[src/rtl/display_timing_gen.sv]
// Raster timing generator with a one-stage pixel output register.
// Walks (x,y) over the full frame, derives syncs/DE, and registers the composited colour.
module display_timing_gen #(
  parameter int          H_ACTIVE = 1280,
  parameter int          H_FP     = 110,
  parameter int          H_SYNC   = 40,
  parameter int          H_BP     = 220,
  parameter int          V_ACTIVE = 720,
  parameter int          V_FP     = 5,
  parameter int          V_SYNC   = 5,
  parameter int          V_BP     = 20,
  parameter bit          SYNC_POL = 1'b1,
  parameter logic [23:0] BG_COLOR = 24'h000000
) (
  input  logic        i_clk,
  input  logic        i_rst,
  output logic [15:0] o_x,
  output logic [15:0] o_y,
  output logic        o_v_sync,
  input  logic [7:0]  i_red,
  input  logic [7:0]  i_green,
  input  logic [7:0]  i_blue,
  input  logic        i_sprite_hit,
  output logic [7:0]  o_vga_r,
  output logic [7:0]  o_vga_g,
  output logic [7:0]  o_vga_b,
  output logic        o_vga_hs,
  output logic        o_vga_vs,
  output logic        o_vga_de,
  output logic        o_frame_start,
  output logic [15:0] o_frame_count
);

  localparam logic [15:0] H_LAST   = 16'(H_ACTIVE + H_FP + H_SYNC + H_BP - 1);
  localparam logic [15:0] V_LAST   = 16'(V_ACTIVE + V_FP + V_SYNC + V_BP - 1);
  localparam logic [15:0] HA       = 16'(H_ACTIVE);
  localparam logic [15:0] VA       = 16'(V_ACTIVE);
  localparam logic [15:0] HS_START = 16'(H_ACTIVE + H_FP);
  localparam logic [15:0] HS_END   = 16'(H_ACTIVE + H_FP + H_SYNC - 1);
  localparam logic [15:0] VS_START = 16'(V_ACTIVE + V_FP);
  localparam logic [15:0] VS_END   = 16'(V_ACTIVE + V_FP + V_SYNC - 1);

  logic        x_wrap, y_wrap, frame_wrap;
  logic [15:0] x_next, y_next;
  logic        vs_next, hs0, de0;
  logic [23:0] pix0;

  always_comb begin
    x_wrap     = (o_x == H_LAST);
    y_wrap     = (o_y == V_LAST);
    frame_wrap = x_wrap && y_wrap;
    x_next     = x_wrap ? 16'd0 : o_x + 16'd1;
    y_next     = o_y;
    if (x_wrap) y_next = y_wrap ? 16'd0 : o_y + 16'd1;
    // Computed from the next row so the registered vsync only moves with the line wrap.
    vs_next    = (y_next >= VS_START) && (y_next <= VS_END);
    hs0        = (o_x >= HS_START) && (o_x <= HS_END);
    de0        = (o_x < HA) && (o_y < VA);
    // Ternary with a known select keeps unknown layer colour out of blanking/background.
    pix0       = 24'h000000;
    if (de0) pix0 = i_sprite_hit ? {i_red, i_green, i_blue} : BG_COLOR;
  end

  assign o_frame_start = (o_x == 16'd0) && (o_y == 16'd0);

  always_ff @(posedge i_clk) begin
    if (i_rst) begin
      o_x                         <= 16'd0;
      o_y                         <= 16'd0;
      o_v_sync                    <= 1'b0;
      o_frame_count               <= 16'd0;
      {o_vga_r, o_vga_g, o_vga_b} <= 24'h000000;
      o_vga_de                    <= 1'b0;
      o_vga_hs                    <= ~SYNC_POL;
      o_vga_vs                    <= ~SYNC_POL;
    end else begin
      o_x      <= x_next;
      o_y      <= y_next;
      o_v_sync <= vs_next;
      if (frame_wrap) o_frame_count <= o_frame_count + 16'd1;
      {o_vga_r, o_vga_g, o_vga_b} <= pix0;
      o_vga_de <= de0;
      o_vga_hs <= hs0 ? SYNC_POL : ~SYNC_POL;
      o_vga_vs <= o_v_sync ? SYNC_POL : ~SYNC_POL;
    end
  end

endmodule
[config.mk]
export PLATFORM = sky130hd
export DESIGN_NAME = display_timing_gen
export DESIGN_NICKNAME = d
export VERILOG_FILES = /design/src/rtl/display_timing_gen.sv
export SDC_FILE = /design/constraint.sdc
export NUM_CORES = 1
export LEC_CHECK = 0
export CAP_MARGIN = 0
export CORE_ASPECT_RATIO = 0.8
export CORE_UTILIZATION = 31
export CTS_CLUSTER_DIAMETER = 150
export CTS_CLUSTER_SIZE = 24
export DETAILED_ROUTE_END_ITERATION = 8
export GPL_TIMING_DRIVEN = 0
export PLACE_DENSITY_LB_ADDON = 0.05
export SLEW_MARGIN = 20
export SYNTH_ARGS = -nofsm -noshare
export SYNTH_HDL_FRONTEND = slang
export SYNTH_SLANG_ARGS = --single-unit
[constraint.sdc]
create_clock -name i_clk -period 2.63 [get_ports i_clk]
set_input_delay 0.263 -clock i_clk [delete_from_list [all_inputs] [get_ports i_clk]]
set_output_delay 0.263 -clock i_clk [all_outputs]
set_load 0.05 [all_outputs]
Yosys cells after proc, flatten, opt, wreduce, memory -nomap -nowiden
Index checks and enable logic that the tools add are counted.

Add/sub/neg operators: 3. Magnitude comparators: 6. Equal/unequal tests: 2. Mux-type cells: 4. Bitwise gates (word level): 2. Reductions and logical operators: 9.

Operators with widths (number): $add 16x1->16 const B (3); $logic_not 16->1 (2); $mux 16 (2); $eq 16x10->1 const B (1); $eq 16x11->1 const B (1); $ge 16x10->1 const B (1); $ge 16x11->1 const B (1); $le 16x10->1 const B (1); $le 16x11->1 const B (1); $lt 16x10->1 const B (1); $lt 16x11->1 const B (1); $logic_and 1x1->1 (5); $reduce_or 3->1 (1); $mux 1 (2); $not 1->1 (2); $reduce_or 2->1 (1).

Bits in registers: 76. Output and inout bits: 77.

Longest topological paths before layout
Word-level depth: 5. Gate-level depth with buffers: 10.

Worst setup path before layout
Ideal clock, no wire load.

Kind: register to register. Start point: reg o_x[0]. End point: reg o_v_sync. Setup time: 88 ps. Arrival time: 2608 ps. Data required time: 2542 ps. Setup slack: -66 ps. Stages on the path, launching flop included: 9. Buffers on the path: 0. Clock period less this slack: 2696 ps. Path through: dfxtp_1 -> ha_1 -> and4b_1 -> and4_1 -> mux2_2 -> a31oi_1 -> nor4b_1 -> mux2i_1 -> nor4_2.

Longest elaborated chain between the ends: 4. Elaborated cells between the ends (all ways): 5. Classes of those cells: order compare (2); eq/ne (1); mux (1); reduce/logical (1).

RTL lines: from (decl) (RTL line 17) `output logic [15:0] o_x,`; from (signal assigned) (RTL line 77) `o_x <= x_next;`; $eq 16x11->1 (*) (RTL line 49) `x_wrap = (o_x == H_LAST);`; $mux 16 (*) (RTL line 54) `if (x_wrap) y_next = y_wrap ? 16'd0 : o_y + 16'd1;`; $ge 16x10->1 or $le 16x10->1 (tied branches) (RTL line 56) `vs_next = (y_next >= VS_START) && (y_next <= VS_END);`; $logic_and 1x1->1 (*) (RTL line 56); to (signal assigned) (RTL line 79) `o_v_sync <= vs_next;`; to (decl) (RTL line 19) `output logic o_v_sync,`.

Every way passes the cells marked *; elsewhere a longest branch is shown, timed or not. A chain may end at the register's enable or synchronous reset.

Worst setup path in the final report
Start point: reg o_x[8]. End point: reg o_v_sync.

Same word-level chain as after synthesis.

==> flow_summary.json <==
{
  "post-route-min-period_ns": 2.452,
  "fin_cells": 634,
  "power.share.clock_pct": 45.7,
  "area_delta_synth_final_pct": 45.83,
  "rsz0062_at_grt": "false",
  "dr_total_vias": 3064,
  "slew_headroom_pct": 57.17,
  "finalSetupViolations": 0,
  "grt_max_degree": 13,
  "crit_arrival_ns": 2.70,
  "r2r_setup_slack_ns": 0.18,
  "status": "finished, final reports clean",
  "io_buffers": 102,
  "dpl-instance-area_um2": 4548,
  "synth_edf_count": 0,
  "post-route-util_pct": 47.13,
  "clkTransAtPathRegs_ns": 0.05,
  "netlist_top_cells_count": "76 x dfxtp_1, 49 x nor2_1, 31 x and3_1",
  "ir_worst_vdd_v": 0.0003459,
  "async_flop_share_pct": 0,
  "netlist_area_um2": 3349,
  "post_cts_buffers": 0,
  "p_int_mw": 2.038,
  "drt-initial-drc-count": 114,
  "end_kind": "flop",
  "synth_top_cell_area_share_pct": 45.42,
  "cap_violations": 0,
  "clock_path_buffers": 2,
  "drcViolationCount": 0,
  "power_mw": 2.672,
  "ys.flop_type": "dfxtp_1",
  "fin_nets": 524,
  "io_pins": 104,
  "ys_seq_area_share_pct": 45.42,
  "synth_cell_types": 39,
  "drive_gt1_share_pct": 7.085,
  "cellLeakagePower_nw": 1.802,
  "fmax_mhz": 407.8,
  "path_class": "flop to flop",
  "rows": 33,
  "seq_area_um2": 1524,
  "yosysMostFrequentCell": "dfxtp_1",
  "combPwrFrac_pct": 9.6,
  "n_antenna_cell": 0,
  "hold_path_class": "input port to flop",
  "synth_top_cell_by_area": "dfxtp_1",
  "num-fill-cells": 987,
  "crit_fanout": 7,
  "start_util_pct": 32.32,
  "dieArea_um2": 11230,
  "die_h_um": 94.97,
  "grt_pass1_wl_um": 14330,
  "synth.top_cells.by_area": "dfxtp_1 45%, and3_1 5.8%, xor2_1 5.8%",
  "worstSkewPairLatency_ns": 0.33,
  "power_switching_mw": 0.6344,
  "postRouteAntennaNets": 0,
  "dp_cells": 618,
  "dp_hpwl_um": 6460,
  "ys_ff_latch": 76,
  "max_slew.worst_pin.slew_ns": 0.6375,
  "seq_power_share_pct": 44.7,
  "viasPerCell": 4.833,
  "multi_input_comb_area_um2": 1763,
  "yosys_warnings": 0,
  "netlist_instances": 376,
  "power.density_nw_per_um2": 547.0,
  "post_drt_wl_per_cell_um": 13.99,
  "clock_skew_ns": 0.003398,
  "finalCritPeriodShare_pct": 93.24,
  "h-tree-depth": 3,
  "cts_made_buffers": 9,
  "synth_nets": 411,
  "swShare_pct": 23.74,
  "antenna_found_initial": 0,
  "dr.pass1.iters": 4,
  "routabilityCongestion": 0.7786,
  "grt_pass1_vias": 2837,
  "die_w_um": 118.2,
  "cts-root-buf": "clkbuf_16",
  "finalSetupTns_ns": 0,
  "routed_wl_um": 8869,
  "required_ns": 2.87,
  "gr-total-overflow": 0,
  "hold_viol_final": 0,
  "syn_avg_cell_area_um2": 8.908,
  "finalInstanceArea_um2": 4885,
  "core-area_um2": 10360,
  "cp-start-kind": "flop",
  "gr-usage-all-layers_pct": 16.43,
  "tritoncts": "yes",
  "cts_sinks": 76,
  "slew_viol_final": 0
}
-- final timing paths --
path,start,to,depth (start not counted)
max,o_x[8]$_SDFF_PP0_,o_v_sync$_SDFF_PP0_,7
min,i_rst,o_vga_vs$_SDFF_PP0_,2
max reg2reg,o_x[8]$_SDFF_PP0_,o_v_sync$_SDFF_PP0_,7
min reg2reg,o_v_sync$_SDFF_PP0_,o_vga_vs$_SDFF_PP0_,1
-- registers in the layout (all words and copies together) (netlist names), 8 cells and up --
signal / count
o_frame_count: 16
o_x: 16
o_vga_r: 8
o_vga_b: 8
o_vga_g: 8
o_y: 16
-- power by group through the flow --
stage                     sequential, mW  clock, mW  combinational (mW)
after floorplan                     1.29          0              0.0694
after global placement              1.22          0               0.255
after detailed placement            1.22          0               0.257
after CTS                           1.19       1.26               0.257
after global routing                1.20       1.31               0.276
final                               1.19       1.22               0.257
-- metal layers --
layer / wire length, um / vias up / part of all wire, % / GRT usage, %
li1: - / 1549 / - / -
met1: 4373 / 1404 / 49 / 22.40
met2: 3623 / 102 / 41 / 22.94
met3: 766 / 9 / 8.6 / 6.944
met4: 104 / 0 / 1.2 / 5.556
met5: 0 / - / 0 / 0
-- cell type report --
class                   instances  share of cell area (%)
plain buffers                  20                   1.665
clock buffers                  12                   5.046
clock inverters                 4                  0.9990
inverters                       8                  0.6148
multi-input cells             272                   36.09
flip-flops and latches         76                   31.20
well taps                     140                   3.586
repair buffers                102                   20.80
-- what timing repair did --
item,4_1_cts,5_1_grt
hold buffers,0,0
endpoints found under the setup margin,2,2
pin swaps,0,2
gates resized for setup,4,10
-- layout by cell type (no fill, tap or decap), drive strengths merged, types with 8 or more instances in the layout --
cell	instances
clkdlybuf4s50	101
xnor2	10
clkbuf	27
nor4	9
ha	8
inv	8
o21ai	12
nand3	22
xor2	22
and3	31
dfxtp	76
nand2	19
nor3	11
or3	9
nor2	49
nand4	14
a21oi	13
-- cell families after synthesis --
family	after synthesis	synth area share, %
muxes	3	0.9339
adders and majority gates	8	2.989
buffers and inverters	28	3.324
xor gates and xnor gates	32	8.367
DFF	76	45.42
AOI/OAI and AO/OA	35	5.865
and+or+nand+nor	194	33.10
-- critical path, stage by stage, from the launching register on --
cell and delay, ns:
dfxtp_1 0.40, nor4_4 0.44, and4_4 0.33, mux2_2 0.37, a31oi_4 0.19, nor4b_4 0.23, mux2i_2 0.14, nor4_2 0.27
-- stage by stage --
| step | hold slack, ns | worst slack (ns) |
|---|---|---|
| after CTS | 0.3392 | 0.003607 |
| after global routing | 0.3853 | 0.01209 |
| final | 0.3472 | 0.1777 |
| after global placement | 0.4522 | -0.002756 |
| after floorplan | 0.4089 | 0.003018 |
| after detailed placement | 0.4641 | 0.01659 |
Note: power is estimated with default switching activity, not from simulation.
